==> config.mk <==
export PLATFORM = sky130hd
export DESIGN_NAME = down_timer16
export DESIGN_NICKNAME = d
export VERILOG_FILES = /design/src/rtl/down_timer_pkg.sv /design/src/rtl/down_timer16_ctrl.sv /design/src/rtl/down_timer16.sv
export SDC_FILE = /design/constraint.sdc
export NUM_CORES = 1
export LEC_CHECK = 0
export ABC_AREA = 1
export CORE_MARGIN = 1
export CORE_UTILIZATION = 48
export DETAILED_ROUTE_END_ITERATION = 8
export PLACE_DENSITY = 0.75
export SLEW_MARGIN = 15
export SYNTH_ARGS = -nofsm -noshare
export SYNTH_HDL_FRONTEND = slang
export SYNTH_SLANG_ARGS = --single-unit
==> constraint.sdc <==
create_clock -name CLK -period 2.33 [get_ports CLK]
set_clock_uncertainty 0.15 [all_clocks]
set_input_delay 0.699 -clock CLK [delete_from_list [all_inputs] [get_ports CLK]]
set_output_delay 0.699 -clock CLK [all_outputs]
set_load 0.05 [all_outputs]
==> src/rtl/down_timer_pkg.sv <==
// down_timer_pkg -- shared types and constants for the down_timer16 block.
// Contents: FSM state encoding, datapath Q-select encoding, default width.
// No logic; imported by down_timer16 and down_timer16_ctrl.

package down_timer_pkg;

  // Default counter / reload register width in bits.
  localparam int DEFAULT_WIDTH = 16;

  // Controller state.
  typedef enum logic [1:0] {
    IDLE = 2'd0,
    RUN  = 2'd1,
    DONE = 2'd2
  } state_t;

  // Next-value select for the Q register.
  typedef enum logic [1:0] {
    QSEL_HOLD   = 2'd0,  // keep current Q
    QSEL_LOAD   = 2'd1,  // Q <= D
    QSEL_RELOAD = 2'd2,  // Q <= R
    QSEL_DEC    = 2'd3   // Q <= Q - 1
  } qsel_t;

endpackage : down_timer_pkg

==> src/rtl/down_timer16_ctrl.sv <==
// down_timer16_ctrl -- FSM for the down timer: next-state, expiry detect, TC pulse.
// Ports: i_clk/i_rst (sync, active-high), i_ld/i_stop/i_start/i_ce/i_mode controls,
//        i_q_zero (Q==0 from datapath); o_q_sel (Q mux select), o_tc (registered), o_busy.

module down_timer16_ctrl
  import down_timer_pkg::*;
(
  input  logic  i_clk,
  input  logic  i_rst,
  input  logic  i_ld,
  input  logic  i_stop,
  input  logic  i_start,
  input  logic  i_ce,
  input  logic  i_mode,
  input  logic  i_q_zero,
  output qsel_t o_q_sel,
  output logic  o_tc,
  output logic  o_busy
);

  state_t r_state;
  state_t w_state_nxt;
  logic   r_tc;
  logic   w_expiry;

  // An expiry is a counting edge in RUN that finds Q already at zero.
  // LD, STOP and START all outrank CE, so any of them suppresses it.
  assign w_expiry = (r_state == RUN) && !i_ld && !i_stop && !i_start &&
                    i_ce && i_q_zero;

  // ---------------------------------------------------------------
  // State register (plus the registered TC pulse)
  // ---------------------------------------------------------------
  always_ff @(posedge i_clk) begin
    if (i_rst) begin
      r_state <= IDLE;
      r_tc    <= 1'b0;
    end else begin
      r_state <= w_state_nxt;
      r_tc    <= w_expiry;
    end
  end

  // ---------------------------------------------------------------
  // Next-state logic. Priority: LD > STOP > START > CE.
  // STOP consumes the edge in every state, but only leaves RUN.
  // ---------------------------------------------------------------
  always_comb begin
    w_state_nxt = r_state;
    if (i_ld) begin
      w_state_nxt = IDLE;
    end else if (i_stop) begin
      if (r_state == RUN) w_state_nxt = IDLE;
    end else if (i_start) begin
      w_state_nxt = RUN;
    end else if (w_expiry && !i_mode) begin
      // MODE is only looked at here: one-shot parks in DONE.
      w_state_nxt = DONE;
    end
  end

  // ---------------------------------------------------------------
  // Output logic: datapath select for Q.
  // ---------------------------------------------------------------
  always_comb begin
    o_q_sel = QSEL_HOLD;
    if (i_ld) begin
      o_q_sel = QSEL_LOAD;
    end else if (i_stop) begin
      o_q_sel = QSEL_HOLD;
    end else if (i_start) begin
      // From IDLE, START resumes with the held Q; from RUN/DONE it restarts from R.
      o_q_sel = (r_state == IDLE) ? QSEL_HOLD : QSEL_RELOAD;
    end else if (i_ce && (r_state == RUN)) begin
      if (!i_q_zero)   o_q_sel = QSEL_DEC;
      else if (i_mode) o_q_sel = QSEL_RELOAD;
      else             o_q_sel = QSEL_HOLD;   // one-shot: stay at 0
    end
  end

  assign o_tc   = r_tc;
  assign o_busy = (r_state == RUN);

endmodule : down_timer16_ctrl

==> src/rtl/down_timer16.sv <==
// down_timer16 -- loadable down counter with one-shot / periodic auto-reload and TC pulse.
// Ports: CLK, RST (sync, active-high), LD/CE/START/STOP/MODE controls, D load value;
//        Q registered count, TC registered one-cycle terminal-count pulse, BUSY (state==RUN).

module down_timer16
  import down_timer_pkg::*;
#(
  parameter int WIDTH = DEFAULT_WIDTH
) (
  input  logic             CLK,
  input  logic             RST,
  input  logic             LD,
  input  logic             CE,
  input  logic             START,
  input  logic             STOP,
  input  logic             MODE,
  input  logic [WIDTH-1:0] D,
  output logic [WIDTH-1:0] Q,
  output logic             TC,
  output logic             BUSY
);

  logic [WIDTH-1:0] r_q;
  logic [WIDTH-1:0] r_reload;
  logic             w_q_zero;
  qsel_t            w_q_sel;

  assign w_q_zero = (r_q == '0);

  down_timer16_ctrl u_ctrl (
    .i_clk    (CLK),
    .i_rst    (RST),
    .i_ld     (LD),
    .i_stop   (STOP),
    .i_start  (START),
    .i_ce     (CE),
    .i_mode   (MODE),
    .i_q_zero (w_q_zero),
    .o_q_sel  (w_q_sel),
    .o_tc     (TC),
    .o_busy   (BUSY)
  );

  // Reload register: written only by LD.
  always_ff @(posedge CLK) begin
    if (RST) begin
      r_reload <= '0;
    end else if (LD) begin
      r_reload <= D;
    end
  end

  // Count register. The controller never selects DEC with Q==0,
  // so Q cannot wrap below zero.
  always_ff @(posedge CLK) begin
    if (RST) begin
      r_q <= '0;
    end else begin
      case (w_q_sel)
        QSEL_LOAD:   r_q <= D;
        QSEL_RELOAD: r_q <= r_reload;
        QSEL_DEC:    r_q <= r_q - WIDTH'(1);
        default:     r_q <= r_q;
      endcase
    end
  end

  assign Q = r_q;

endmodule : down_timer16

==> summary.txt, run 1 <==
status: finished clean
overall routing resource usage: 26.3%
Die Y: 68.6 um
Mapped Nets: 343
maximum fanout along the worst path: 1
largest net degree at the start of global routing: 20
filler instances: 376
synthesized area: 2130 sq um
Internal Power: 1.02 mW
initial detailed-routing violation count: 184
area leader, netlist: dfxtp_1
cts hold-fix bufs: 0
worst reg2reg path startpoint: Q[0]$_SDFFE_PP0P_
Hold Crit Class: flip-flop to flip-flop
IO Pins: 41
most common library cells after synthesis: 61 x nor2_1, 59 x nand2_1, 35 x dfxtp_1
Critical Path AT: 1.38 ns
library cells used by synthesis: 32
core area: 4120 sq um
Hold Crit Start: r_reload[14]$_SDFFE_PP0P_
Comb power frac: 25.6%
H-tree Lvls: 2
Detail Placement HPWL: 4140 um
Hold Vio Cnt, Final: 0
fmax: 448 MHz
FF-to-FF End: Q[4]$_SDFFE_PP0P_
CP max stage delay: 0.79 ns
post-synthesis sequential area ratio: 33.0%
worst-margin pin slew: 0.493 ns
flop-to-flop setup slack: 0.32 ns
CP max stage cell: clkdlybuf4s50_1
proportion of layout cells with a drive suffix above 1: 19.4%
Synth Instances: 319
number of global-route vias before repair: 1897
max_cap viols: 0
Hold EP: r_reload[14]$_SDFFE_PP0P_
die area: 4700 sq um
headroom to the max-slew limit: 67.0%
fin crit period: 2.23 ns
peak supply drop: 0.000366 V
crit end category: output port
final worst-path cycle share: 95.8%
Pleak: 1.38 nW
Ant. Diodes: 0
WHS: 0.322 ns
startpoint class of the critical path: flip-flop
Async SR Flop Fraction: 0%
CTS sink count: 35
RSZ-0062 raised after global routing: no
CP Cell Sequence: clkdlybuf4s50_1
starting density of the core: 51.7%
WS Path Type: flip-flop to output port
count leader, synth: nor2_1
RD Place Congestion: 0.875
First-pass DRT Iterations: 4
Avg Inst Size Synth: 6.66 sq um
Vias/cell: 5.26
GR Overflow Total: 0
clk buf depth: 2
root buf cell: clkbuf_8
WL/cell: 13.0 um
Remaining DRCs: 0
Reg2Reg Depth: 11
Worst Path Required: 1.48 ns
layout overhead on the synthesized area: 25.8%
Clock power frac: 29.6%
Net Sw Frac: 32.8%
first-pass GRT wire length: 9030 um
EDFF count, synth: 0
Util after Layout: 65.0%
NetSw: 0.500 mW
Worst-path clk slew: 0.07 ns
synthesized flop and latch total: 35
Yosys warning count: 0
register share of total power: 44.8%
CTS tree: built
Synth top area share: 33.0%
DIE WIDTH: 68.6 um
clk_lat worst skew: 0.29 ns
Hold Crit Depth: 2
final WL: 5420 um
Layout Nets: 390
Vias: 2190
top cells by area, synth: dfxtp_1 33%, nor2_1 11%, nand2_1 10%
Finish-stage setup viols: 0
PD cells: 570 nW/um^2
CTS Buf Count: 5
initial antenna violation count: 0
Port-buffer cells: 40
row count: 23
DRT antenna net count: 0
setup tns final: 0 ns
Top delay family on crit path: buffers and inverters
Main synth FF type: dfxtp_1
Buf/Inv on CP: 1
Slew Viols, Final: 0
==> kinds of logic (layout without fill, tap and decap cells) <==
logic type	after synthesis	in the layout	share of synthesized area [%]
fa+ha+maj	1	1	0.588
simple gates	203	203	46.0
compound gates	33	33	10.6
xor+xnor	2	2	0.824
flops	35	35	33.0
buf+inv	45	92	9.06
==> cells in the final DEF (no fill, tap or decap) <==
cell type        instances
xor2_1                   1
nand2_1                 59
nand3_1                 28
xnor2_1                  1
nand4_1                 17
inv_1                   29
nand3_4                  1
a21oi_1                 10
ha_1                     1
o211a_1                 10
nor2_2                   4
a21boi_0                 1
clkdlybuf4s50_1         23
nor3b_1                  1
nand2_2                  5
dfxtp_1                 35
nor2_1                  61
nand2_8                  1
clkbuf_8                 6
clkinv_2                 1
buf_12                   1
o21ai_1                  5
inv_2                    2
o21ai_0                  4
nand2_4                  2
inv_4                    1
nor3_1                   6
nand3_2                  1
a21o_1                   2
o21bai_1                 1
or2_2                   15
nor2_4                   2
buf_4                   29
==> cell type report <==
class                      count  area, sq um  area share, %
tap                           50         62.6           2.34
multi-input combinational    239         1230           46.1
inverter                      32          123           4.59
clock buffer                   6         82.6           3.09
sequential                    35          701           26.2
clock inverter                 1         5.00          0.187
timing repair buffer          53          468           17.5
==> registers in the layout, indices dropped and copies added, names as in the netlist <==
signal          count
Q                  16
u_ctrl.o_tc         1
r_reload           16
u_ctrl.r_state      2
==> per-stage QoR <==
stage                     area, sq um  instances  setup WS, ns  total power [mW]
after floorplan                  2130        319         0.227             0.954
after global placement           2580        409        -0.113              1.08
after detailed placement         2580        409        -0.153              1.08
after CTS                        2670        416        0.0940              1.53
after global routing             2670        416        0.0134              1.60
final                            2670        416        0.0973              1.53
==> worst max path at each step <==
| stage | start | endpoint | slack, ns | cells after the start |
|---|---|---|---|---|
| CTS | u_ctrl.o_tc$_SDFF_PP0_ | TC | 0.09 | 1 |
| detailed placement | STOP | Q[5]$_SDFFE_PP0P_ | -0.15 | 11 |
| global route | STOP | Q[3]$_SDFFE_PP0P_ | 0.01 | 11 |
| floorplan | Q[0]$_SDFFE_PP0P_ | Q[3]$_SDFFE_PP0P_ | 0.23 | 12 |
| global placement | STOP | Q[5]$_SDFFE_PP0P_ | -0.11 | 11 |
| finish | u_ctrl.o_tc$_SDFF_PP0_ | TC | 0.1 | 1 |
==> power by group through the flow <==
| stage | registers, mW | clock network, mW | logic, mW |
|---|---|---|---|
| 5_1_grt | 0.688 | 0.479 | 0.431 |
| 4_1_cts | 0.682 | 0.453 | 0.390 |
| 2_1_floorplan | 0.757 | 0 | 0.197 |
| 3_5_place_dp | 0.696 | 0 | 0.389 |
| 6_report | 0.683 | 0.451 | 0.391 |
| 3_3_place_gp | 0.694 | 0 | 0.384 |
==> routing by layer <==
metal | track usage, % | part of all wire (%) | vias up
li1 | - | - | 1128
met1 | 38.3 | 49 | 974
met2 | 37.9 | 43 | 81
met3 | 3.45 | 7.2 | 7
met4 | 12.2 | 1.5 | 0
met5 | 0 | 0 | -
==> repair_timing <==
action                     4_1_cts  5_1_grt
setup buffers                    0        0
resized for setup                0        2
setup endpoints to repair        0       13
==> tightest hold or removal path, cell delays in order (launching register included) <==
cell	delay, ns
dfxtp_1	0.30
inv_1	0.06
a21oi_1	0.06
Power figures use the tool's default switching activity.
==> run 2, diff against run 1 <==
--- a/config.mk
+++ b/config.mk
@@ -7,9 +7,9 @@
 export LEC_CHECK = 0
 export ABC_AREA = 1
 export CORE_MARGIN = 1
-export CORE_UTILIZATION = 48
+export CORE_UTILIZATION = 42
 export DETAILED_ROUTE_END_ITERATION = 8
-export PLACE_DENSITY = 0.75
+export PLACE_DENSITY = 0.67
 export SLEW_MARGIN = 15
 export SYNTH_ARGS = -nofsm -noshare
 export SYNTH_HDL_FRONTEND = slang
==> summary.txt, run 2 (synthesized netlist as in run 1, its figures left out) <==
Port-buffer cells: 40 (unchanged)
startpoint class of the critical path: flip-flop (unchanged)
Pwr Total: 1.57 mW (was 1.53 mW)
Hold Crit Class: flip-flop to flip-flop (unchanged)
Detail Placement HPWL: 4130 um (was 4140 um)
peak supply drop: 0.000303 V (was 0.000366 V)
Die Y: 73.1 um (was 68.6 um)
Worst-path clk slew: 0.08 ns (was 0.07 ns)
CP Cell Sequence: clkdlybuf4s50_1 (unchanged)
headroom to the max-slew limit: 67.4% (was 67.0%)
layout overhead on the synthesized area: 28.5% (was 25.8%)
Slew Viols, Final: 0 (unchanged)
CTS sink count: 35 (unchanged)
Vias/cell: 4.83 (was 5.26)
CTS Buf Count: 5 (unchanged)
most frequent cells in the layout: 61 x nor2_1, 59 x nand2_1, 35 x dfxtp_1, 29 x inv_1, 29 x buf_4 (unchanged)
maximum fanout along the worst path: 1 (unchanged)
initial antenna violation count: 0 (unchanged)
number of global-route vias before repair: 1816 (was 1897)
proportion of layout cells with a drive suffix above 1: 19.8% (was 19.4%)
DRT antenna net count: 0 (unchanged)
fmax: 445 MHz (was 448 MHz)
Worst Path Required: 1.48 ns (about the same)
Hold Crit Start: r_reload[14]$_SDFFE_PP0P_ (unchanged)
status: finished clean (unchanged)
FF/Latch Area: 701 sq um (unchanged)
Largest regs: Q x16, r_reload x16, u_ctrl.r_state x2 (unchanged)
Hold Vio Cnt, Final: 0 (unchanged)
final instance area: 2730 sq um (was 2670 sq um)
first-pass GRT wire length: 8910 um (was 9030 um)
row count: 25 (was 23)
core area: 4790 sq um (was 4120 sq um)
worst reg2reg path startpoint: Q[0]$_SDFFE_PP0P_ (unchanged)
Layout Nets: 391 (was 390)
flop-to-flop setup slack: 0.24 ns (was 0.32 ns)
max_cap viols: 0 (unchanged)
Vias: 2103 (was 2190)
fin crit period: 2.25 ns (was 2.23 ns)
RSZ-0062 raised after global routing: no (unchanged)
root buf cell: clkbuf_8 (unchanged)
die area: 5350 sq um (was 4700 sq um)
Pleak: 1.39 nW (was 1.38 nW)
setup tns final: 0 ns (unchanged)
CP max stage delay: 0.79 ns (about the same)
CP max stage cell: clkdlybuf4s50_1 (unchanged)
FF-to-FF End: Q[4]$_SDFFE_PP0P_ (unchanged)
worst-margin pin slew: 0.488 ns (was 0.493 ns)
final worst-path cycle share: 96.4% (was 95.8%)
commonest non-fill, non-tap cell in the layout: nor2_1 (unchanged)
initial detailed-routing violation count: 105 (was 184)
H-tree Lvls: 2 (unchanged)
Reg2Reg Depth: 11 (unchanged)
RD Place Congestion: 0.850 (was 0.875)
overall routing resource usage: 22.2% (was 26.3%)
crit end category: output port (unchanged)
DIE WIDTH: 73.1 um (was 68.6 um)
First-pass DRT Iterations: 5 (was 4)
largest net degree at the start of global routing: 35 (was 20)
CTS tree: built (unchanged)
Buf/Inv on CP: 1 (unchanged)
WS Path Type: flip-flop to output port (unchanged)
Ant. Diodes: 0 (unchanged)
starting density of the core: 44.4% (was 51.7%)
Remaining DRCs: 0 (unchanged)
area of the multi-input gates: 1240 sq um (was 1230 sq um)
filler instances: 462 (was 376)
Hold Crit Depth: 2 (unchanged)
post-route setup slack: 0.0831 ns (was 0.0973 ns)
final WL: 5340 um (was 5420 um)
PD cells: 575 nW/um^2 (was 570 nW/um^2)
Critical Path AT: 1.40 ns (was 1.38 ns)
Finish-stage setup viols: 0 (unchanged)
Placed Area: 2630 sq um (was 2580 sq um)
GR Overflow Total: 0 (unchanged)
clk buf depth: 2 (unchanged)
WHS: 0.320 ns (was 0.322 ns)
pre-CTS setup slack: -0.217 ns (was -0.153 ns)
WL/cell: 12.3 um (was 13.0 um)
Hold EP: r_reload[14]$_SDFFE_PP0P_ (unchanged)
clk_lat worst skew: 0.30 ns (was 0.29 ns)
Top delay family on crit path: buffers and inverters (unchanged)
IO Pins: 41 (unchanged)
==> run 2: cell type report <==
| type | count | share of cell area, % |
|---|---|---|
| tap | 67 | 3.07 |
| multi-input combinational | 239 | 45.3 |
| sequential | 35 | 25.7 |
| timing repair buffer | 54 | 17.9 |
| inverter | 32 | 4.44 |
| clock buffer | 8 | 3.66 |
==> run 2: power breakdown <==
part           switching, mW  internal (mW)  total [mW]
registers             0.0440          0.639       0.683
logic                  0.237          0.153       0.390
clock network          0.226          0.270       0.496
==> run 2: per-layer routing <==
layer | up-vias | global-route usage [%] | wire length (um)
met3 | 5 | 4.56 | 200
met5 | - | 0 | 0
met4 | 0 | 7.19 | 69
li1 | 1128 | - | -
met2 | 44 | 32.7 | 2290
met1 | 926 | 32.1 | 2780
==> run 2: timing repair <==
item,CTS,global route
hold buffers,0,0
setup endpoints to repair,0,16
hold endpoints to repair,0,0
gates resized for setup,0,2
setup buffers,0,0
==> run 2: worst max-delay path by stage <==
stage,from,depth (start not counted),endpoint
global placement,STOP,10,Q[4]$_SDFFE_PP0P_
floorplan,Q[0]$_SDFFE_PP0P_,12,Q[3]$_SDFFE_PP0P_
CTS,u_ctrl.o_tc$_SDFF_PP0_,1,TC
finish,u_ctrl.o_tc$_SDFF_PP0_,1,TC
global route,STOP,10,Q[11]$_SDFFE_PP0P_
detailed placement,STOP,10,Q[11]$_SDFFE_PP0P_
==> run 2: through the flow <==
step	instances	util [%]
6_report	435	57.1
2_1_floorplan	319	-
4_1_cts	435	56.9
3_5_place_dp	427	54.8
3_3_place_gp	427	54.8
5_1_grt	435	57.1
==> run 3, diff against run 2 <==
--- a/config.mk
+++ b/config.mk
@@ -7,9 +7,10 @@
 export LEC_CHECK = 0
 export ABC_AREA = 1
 export CORE_MARGIN = 1
-export CORE_UTILIZATION = 42
+export CORE_UTILIZATION = 44
+export CTS_CLUSTER_SIZE = 12
 export DETAILED_ROUTE_END_ITERATION = 8
-export PLACE_DENSITY = 0.67
+export PLACE_DENSITY = 0.69
 export SLEW_MARGIN = 15
 export SYNTH_ARGS = -nofsm -noshare
 export SYNTH_HDL_FRONTEND = slang
==> summary.txt, run 3 (synthesized netlist as in run 1, its figures left out) <==
status: finished clean (unchanged)
CTS Buf Count: 5 (unchanged)
Hold Crit Class: flip-flop to flip-flop (unchanged)
cts hold-fix bufs: 0 (unchanged)
startpoint class of the critical path: flip-flop (unchanged)
Worst-path clk slew: 0.07 ns (was 0.08 ns)
Vias: 2192 (was 2103)
First-pass DRT Iterations: 4 (was 5)
postcts setup bufs: 0 (unchanged)
proportion of layout cells with a drive suffix above 1: 20.1% (was 19.8%)
overall routing resource usage: 22.6% (was 22.2%)
CP Cell Sequence: clkdlybuf4s50_1 (unchanged)
Hold Vio Cnt, Final: 0 (unchanged)
number of global-route vias before repair: 1878 (was 1816)
layout overhead on the synthesized area: 28.7% (was 28.5%)
CP max stage cell: clkdlybuf4s50_1 (unchanged)
filler instances: 448 (was 462)
clk buf depth: 2 (unchanged)
Critical Path AT: 1.39 ns (was 1.40 ns)
Largest regs: Q x16, r_reload x16, u_ctrl.r_state x2 (unchanged)
Port-buffer cells: 40 (unchanged)
WL/cell: 13.1 um (was 12.3 um)
commonest non-fill, non-tap cell in the layout: nor2_1 (unchanged)
Slew Viols, Final: 0 (unchanged)
fmax: 447 MHz (was 445 MHz)
Finish-stage setup viols: 0 (unchanged)
CTS tree: built (unchanged)
Die Y: 71.5 um (was 73.1 um)
CTS sink count: 35 (unchanged)
placed insts: 412 (was 427)
final worst-path cycle share: 96.1% (was 96.4%)
maximum fanout along the worst path: 1 (unchanged)
largest net degree at the start of global routing: 22 (was 35)
Layout Nets: 391 (unchanged)
FF/Latch Area: 701 sq um (unchanged)
most frequent cells in the layout: 61 x nor2_1, 58 x nand2_1, 35 x dfxtp_1, 30 x buf_4, 29 x inv_1 (was 61 x nor2_1, 59 x nand2_1, 35 x dfxtp_1, 29 x inv_1, 29 x buf_4)
final std cells w/o fill: 420 (was 435)
Pwr Total: 1.74 mW (was 1.57 mW)
RSZ-0062 raised after global routing: no (unchanged)
root buf cell: clkbuf_8 (unchanged)
Ant. Diodes: 0 (unchanged)
max_cap viols: 0 (unchanged)
DRT antenna net count: 0 (unchanged)
peak supply drop: 0.000413 V (was 0.000303 V)
final WL: 5500 um (was 5340 um)
crit end category: output port (unchanged)
WHS: 0.317 ns (was 0.320 ns)
Worst Path Required: 1.48 ns (about the same)
Buf/Inv on CP: 1 (unchanged)
core area: 4500 sq um (was 4790 sq um)
Top delay family on crit path: buffers and inverters (unchanged)
PD cells: 634 nW/um^2 (was 575 nW/um^2)
GR Overflow Total: 0 (unchanged)
initial detailed-routing violation count: 150 (was 105)
first-pass GRT wire length: 8960 um (was 8910 um)
Vias/cell: 5.22 (was 4.83)
Pleak: 1.41 nW (was 1.39 nW)
area of the multi-input gates: 1240 sq um (about the same)
Remaining DRCs: 0 (unchanged)
DIE WIDTH: 71.5 um (was 73.1 um)
clk_lat worst skew: 0.29 ns (was 0.30 ns)
die area: 5110 sq um (was 5350 sq um)
IO Pins: 41 (unchanged)
initial antenna violation count: 0 (unchanged)
starting density of the core: 47.2% (was 44.4%)
worst-margin pin slew: 0.485 ns (was 0.488 ns)
fin crit period: 2.24 ns (was 2.25 ns)
Detail Placement HPWL: 4130 um (about the same)
row count: 24 (was 25)
WS Path Type: flip-flop to output port (unchanged)
CP max stage delay: 0.79 ns (about the same)
H-tree Lvls: 2 (unchanged)
RD Place Congestion: 0.866 (was 0.850)
headroom to the max-slew limit: 67.6% (was 67.4%)
-- run 3: worst paths after layout --
path | start | to | slack (ns) | cells after the start
max | u_ctrl.o_tc$_SDFF_PP0_ | TC | 0.09 | 1
min | r_reload[14]$_SDFFE_PP0P_ | r_reload[14]$_SDFFE_PP0P_ | 0.32 | 2
max reg2reg | Q[0]$_SDFFE_PP0P_ | Q[7]$_SDFFE_PP0P_ | 0.24 | 12
min reg2reg | r_reload[14]$_SDFFE_PP0P_ | r_reload[14]$_SDFFE_PP0P_ | 0.32 | 2
-- run 3: report_power, final --
| group | switching, mW | total, mW | internal (mW) |
|---|---|---|---|
| Combinational | 0.238 | 0.390 | 0.152 |
| Clock | 0.236 | 0.664 | 0.428 |
| Sequential | 0.0429 | 0.682 | 0.639 |
| Total | 0.517 | 1.74 | 1.22 |
-- run 3: metal layers --
metal  global-route usage [%]  vias to the layer above  wire [um]
met5                        0                        -          0
met4                     9.15                        0         84
met3                     2.95                        7        287
met2                     31.9                       57       2340
met1                     34.6                      994       2780
li1                         -                     1134          -
-- run 3: metrics by stage --
stage | TNS (ns) | instance area (sq um) | setup slack (ns) | utilization, %
after floorplan | 0 | 2130 | 0.227 | -
after global placement | -1.61 | 2590 | -0.157 | 57.6
after detailed placement | -1.77 | 2590 | -0.161 | 57.6
after CTS | 0 | 2730 | 0.0765 | 60.5
after global routing | 0 | 2740 | 0.0299 | 60.8
final | 0 | 2740 | 0.0914 | 60.8
-- run 3: area by class of cell --
type	instances	area share (%)
multi-input cells	239	45.3
flip-flops and latches	35	25.6
repair buffers	54	17.4
inverters	32	4.48
clock buffers	6	2.65
well taps	52	2.38
clock inverters	2	2.19
-- run 3: timing repair --
item                                    in CTS  in global routing
endpoints found under the setup margin       0                  6
endpoints found under the hold margin        0                  0
gates resized for setup                      0                  3
